==> src/rtl/cpu_pkg.sv <==
// Shared CPU definitions: default widths, the bubble encoding and the sequential PC step.
package cpu_pkg;
    localparam int PC_W_DEF   = 32;
    localparam int INST_W_DEF = 32;
    localparam int PC_STEP    = 4;
    localparam logic [INST_W_DEF-1:0] INST_BUBBLE = 32'b0;
endpackage

==> src/rtl/if_sat_counter.sv <==
// Enable-driven saturating up-counter; sticks at all-ones until reset.
module if_sat_counter #(
    parameter int W = 32
) (
    input  logic         clk_i,
    input  logic         rst_i,
    input  logic         en_i,
    output logic [W-1:0] cnt_o
);
    logic [W-1:0] cnt_q, cnt_d;

    always_comb begin
        cnt_d = cnt_q;
        if (en_i && (cnt_q != '1))
            cnt_d = cnt_q + W'(1);
    end

    always_ff @(posedge clk_i or posedge rst_i) begin
        if (rst_i) cnt_q <= '0;
        else       cnt_q <= cnt_d;
    end

    assign cnt_o = cnt_q;
endmodule

==> src/rtl/if_stage.sv <==
// Instruction-fetch stage: PC register plus IF/ID pipeline register.
// Define IF_PERF_CNT_EN to add saturating stall/flush cycle counters.
module if_stage
    import cpu_pkg::*;
#(
    parameter int              PC_W     = PC_W_DEF,
    parameter int              INST_W   = INST_W_DEF,
    parameter logic [PC_W-1:0] RESET_PC = '0,
    parameter int              CNT_W    = 32
) (
    input  logic              clk_i,
    input  logic              rst_i,
    input  logic              start_i,
    input  logic              stall_i,
    input  logic              taken_i,
    input  logic [PC_W-1:0]   target_i,
    output logic [PC_W-1:0]   imem_addr_o,
    input  logic [INST_W-1:0] imem_inst_i,
    output logic [PC_W-1:0]   pc_o,
    output logic [PC_W-1:0]   pc_id_o,
    output logic [INST_W-1:0] inst_id_o,
`ifdef IF_PERF_CNT_EN
    output logic [CNT_W-1:0]  stall_cnt_o,
    output logic [CNT_W-1:0]  flush_cnt_o,
`endif
    output logic              flush_id_o
);
    localparam logic [PC_W-1:0]   ALIGN_MASK = ~PC_W'(3);
    localparam logic [INST_W-1:0] BUBBLE     = INST_W'(INST_BUBBLE);

    logic [PC_W-1:0]   pc_q, pc_d;
    logic [PC_W-1:0]   pc_id_q, pc_id_d;
    logic [INST_W-1:0] inst_q, inst_d;
    logic              flush_q, flush_d;

    // Priority: idle > stall > taken branch > sequential fetch.
    always_comb begin
        pc_d    = pc_q;
        pc_id_d = pc_id_q;
        inst_d  = inst_q;
        flush_d = flush_q;
        if (!start_i) begin
            inst_d  = BUBBLE;
            flush_d = 1'b1;
        end else if (stall_i) begin
            // Branch operands are not ready while stalled, so taken_i is ignored.
        end else if (taken_i) begin
            pc_d    = target_i & ALIGN_MASK;
            pc_id_d = pc_q;
            inst_d  = BUBBLE;
            flush_d = 1'b1;
        end else begin
            pc_d    = pc_q + PC_W'(PC_STEP);
            pc_id_d = pc_q;
            inst_d  = imem_inst_i;
            flush_d = 1'b0;
        end
    end

    always_ff @(posedge clk_i or posedge rst_i) begin
        if (rst_i) begin
            pc_q    <= RESET_PC & ALIGN_MASK;
            pc_id_q <= '0;
            inst_q  <= '0;
            flush_q <= 1'b1;
        end else begin
            pc_q    <= pc_d;
            pc_id_q <= pc_id_d;
            inst_q  <= inst_d;
            flush_q <= flush_d;
        end
    end

    assign pc_o        = pc_q;
    assign imem_addr_o = pc_q;
    assign pc_id_o     = pc_id_q;
    assign inst_id_o   = inst_q;
    assign flush_id_o  = flush_q;

`ifdef IF_PERF_CNT_EN
    logic stall_en, flush_en;
    assign stall_en = start_i && stall_i;
    assign flush_en = start_i && taken_i && !stall_i;

    if_sat_counter #(.W(CNT_W)) u_stall_cnt (
        .clk_i (clk_i),
        .rst_i (rst_i),
        .en_i  (stall_en),
        .cnt_o (stall_cnt_o)
    );

    if_sat_counter #(.W(CNT_W)) u_flush_cnt (
        .clk_i (clk_i),
        .rst_i (rst_i),
        .en_i  (flush_en),
        .cnt_o (flush_cnt_o)
    );
`endif
endmodule

==> config.mk <==
export PLATFORM = sky130hd
export DESIGN_NAME = if_stage
export DESIGN_NICKNAME = d
export VERILOG_FILES = /design/src/rtl/cpu_pkg.sv /design/src/rtl/if_sat_counter.sv /design/src/rtl/if_stage.sv
export SDC_FILE = /design/constraint.sdc
export NUM_CORES = 1
export LEC_CHECK = 0
export BUFFER_PORTS_ARGS = -buffer_cell sky130_fd_sc_hd__buf_2
export CAP_MARGIN = 20
export CORE_MARGIN = 4
export CORE_UTILIZATION = 40
export CTS_CLUSTER_DIAMETER = 200
export DETAILED_ROUTE_END_ITERATION = 10
export HOLD_SLACK_MARGIN = 0.15
export PLACE_DENSITY = 0.8
export SYNTH_ARGS = -nofsm -noshare
export SYNTH_HDL_FRONTEND = slang
export SYNTH_SLANG_ARGS = --single-unit
==> constraint.sdc <==
create_clock -name clk_i -period 2.95 [get_ports clk_i]
set_clock_uncertainty 0.05 [all_clocks]
set_input_delay 0.4425 -clock clk_i [delete_from_list [all_inputs] [get_ports clk_i]]
set_output_delay 0.4425 -clock clk_i [all_outputs]
set_load 0.1 [all_outputs]
==> results.cfg <==
[run_status]
status = completed

[setup_path]
cp_max_fo = 10
r2r_start = imem_addr_o[10]
cpMaxStageDelayCell = dfrtp_1
critical_path_class = reg -> reg
worst_path_largest_cell_delay_ns = 0.53
cp.arrival_ns = 2.37
start_kind = flop
crit_path_cell_trace = nand4_2, nor4_4, nand2_2, or4_1, o311a_1
r2r_cells = 5
required_ns = 3.11
reg2reg_slack_ns = 0.74
reg2reg_to = imem_addr_o[20]
cp-end-kind = flop

[final_layout]
register_area_um2 = 2330
final.fill_count = 991
finalNetCount = 699
drive_above_1_share_pct = 35.3
syn2layout_area_growth_pct = 27.0
multi_input_area_um2 = 1770
antenna_cells = 0
final_cells = 774

[power]
p_per_area_nw_per_um2 = 935
total_power_uw = 5350
vdd_ir_drop_max_uv = 543
leakage_uw = 0.00296

[drt]
wl_per_cell_um = 16.1
antenna_left = 0
dr_total_vias = 4169
route.detailed.drc = 0
wl_mm = 12.5
first_pass_iters = 7
dr.first_iter.drc_count = 372
vias_per_cell = 5.39

[sta]
rsz0062_at_grt = false
finalCriticalPeriod_ns = 2.21
slew_headroom_pct = 29.0
maxSlewViolCount = 0
hold_violations = 0
setup_violations = 0
setup_tns_ns = 0
finalCritPeriodShare_pct = 74.9
max_freq_mhz = 453
worst_pin_slew_ns = 1.07

[floorplan]
fp.dieW_um = 114
fp.dieArea_um2 = 13000
die_y_um = 114
num_rows = 38
start_util_pct = 41.2
io_pins = 198
core_um2 = 10900

[grt]
grt_pass1_vias = 3957
grt_usage_pct = 19.1
antenna_found_initial = 1
grt_pass1_wl_mm = 19.9
overflow = 0
grt_max_degree = 62

[cts]
numCtsBuffers = 9
cts_resized = 0
cts-root-buf = clkbuf_16
post_cts_buffers = 0
clkSinkCount = 93
clk_pin_slew_ns = 0.06
htree_levels = 3
clockBufferDepth = 2
ctsHoldBuffers = 0
tritoncts = yes
clk-insertion-delay-late_ns = 0.33

[yosys]
synth_area_per_cell_um2 = 9.28
synthTopCellsByArea = dfrtp_1 51%, nand2_1 8.4%, a22o_1 6.2%
syn_area_um2 = 4500
synth_top_cell_area_share_pct = 51.1
syn_inst = 485
synth_cell_types = 47
synth_top_cells_by_count = 101 x nand2_1, 92 x dfrtp_1, 36 x buf_4, 32 x a22o_1, 31 x clkbuf_1
synth-seq-cells = 93
synth-async-reset-ratio_pct = 100
yosysWarnings = 0
yosysSeqAreaShare_pct = 51.7
synth-main-ff-cell = dfrtp_1
post-synth-top-count-cell = nand2_1
yosys.area.top_type = dfrtp_1
synth_edf_count = 0

[placement]
portBuffers = 189
place_inst = 758
routabilityCongestion = 0.796
dp_hpwl_mm = 8.92

[flow_run]
max_cap_viol_count = 0

[min_path]
hp-class = in -> async
[area by class of cell]
| cell class | instances | share of cell area [%] |
|---|---|---|
| clock buffer | 9 | 3.94 |
| timing repair buffer | 200 | 18.4 |
| clock inverter | 7 | 2.41 |
| multi-input combinational | 317 | 30.9 |
| sequential | 93 | 40.7 |
| tap | 140 | 3.06 |
| inverter | 8 | 0.569 |
[sequential cells by signal, indices dropped and copies added, names as in the netlist]
name	cells
inst_id_o	32
imem_addr_o	30
pc_id_o	30
flush_id_o	1
[power by group]
group	switching [uW]	leakage, uW	internal, uW
Clock	469	0.000175	910
Combinational	2050	0.00163	312
Sequential	179	0.00116	1430
Total	2690	0.00296	2660
[critical path, delay by kind of cell (launching register included)]
family / cells / cell delay (ns)
compound gates: 1 / 0.12
simple gates: 4 / 1.39
flops: 1 / 0.53
[worst max path at each step]
| stage | startpoint | slack, ns | cells after the start | endpoint |
|---|---|---|---|---|
| 6_report | imem_addr_o[10] | 0.74 | 5 | imem_addr_o[20] |
| 4_1_cts | imem_addr_o[10] | 0.75 | 5 | imem_addr_o[20] |
| 2_1_floorplan | rst_i | 0.04 | 1 | imem_addr_o[10] |
| 3_5_place_dp | imem_addr_o[10] | 0.79 | 5 | imem_addr_o[20] |
| 3_3_place_gp | imem_addr_o[10] | 0.89 | 5 | imem_addr_o[20] |
| 5_1_grt | imem_addr_o[10] | 0.58 | 5 | imem_addr_o[20] |
[stage by stage]
step | cell area, um2 | setup WS (ns) | util, % | hold slack, ns
floorplan | 4520 | 0.0388 | - | 0.525
global placement | 5360 | 0.887 | 49.0 | 0.402
detailed placement | 5360 | 0.792 | 49.0 | 0.406
CTS | 5720 | 0.748 | 52.3 | 0.215
global route | 5720 | 0.580 | 52.3 | 0.257
finish | 5720 | 0.742 | 52.3 | 0.199
[metal layers]
layer	vias to the layer above	routed length [um]	global-route usage (%)
li1	1959	-	-
met1	1972	5180	25.3
met2	213	5810	30.4
met3	23	1220	5.02
met4	2	259	7.05
met5	-	12	0
[logic make-up after synthesis]
group / after synthesis / synth area share, %
buf+inv: 80 / 9.73
other cells: 1 / 0.0833
mux: 4 / 0.889
fa+ha+maj: 1 / 0.278
simple gates: 191 / 19.7
flops: 93 / 51.7
compound gates: 115 / 17.6
[placed cells by master (no fill, tap or decap), types with 7 or more instances in the layout]
cell type,Yosys,layout
a21oi_1,24,24
a22o_1,32,32
buf_2,1,189
buf_4,36,9
clkbuf_16,0,9
dfrtp_1,92,92
inv_1,8,7
nand2_1,101,101
nand3_1,28,28
nor2_1,16,15
nor3_1,9,9
o21ai_0,24,24
o22ai_1,7,7
No activity file was read; power rests on OpenSTA's default activity.
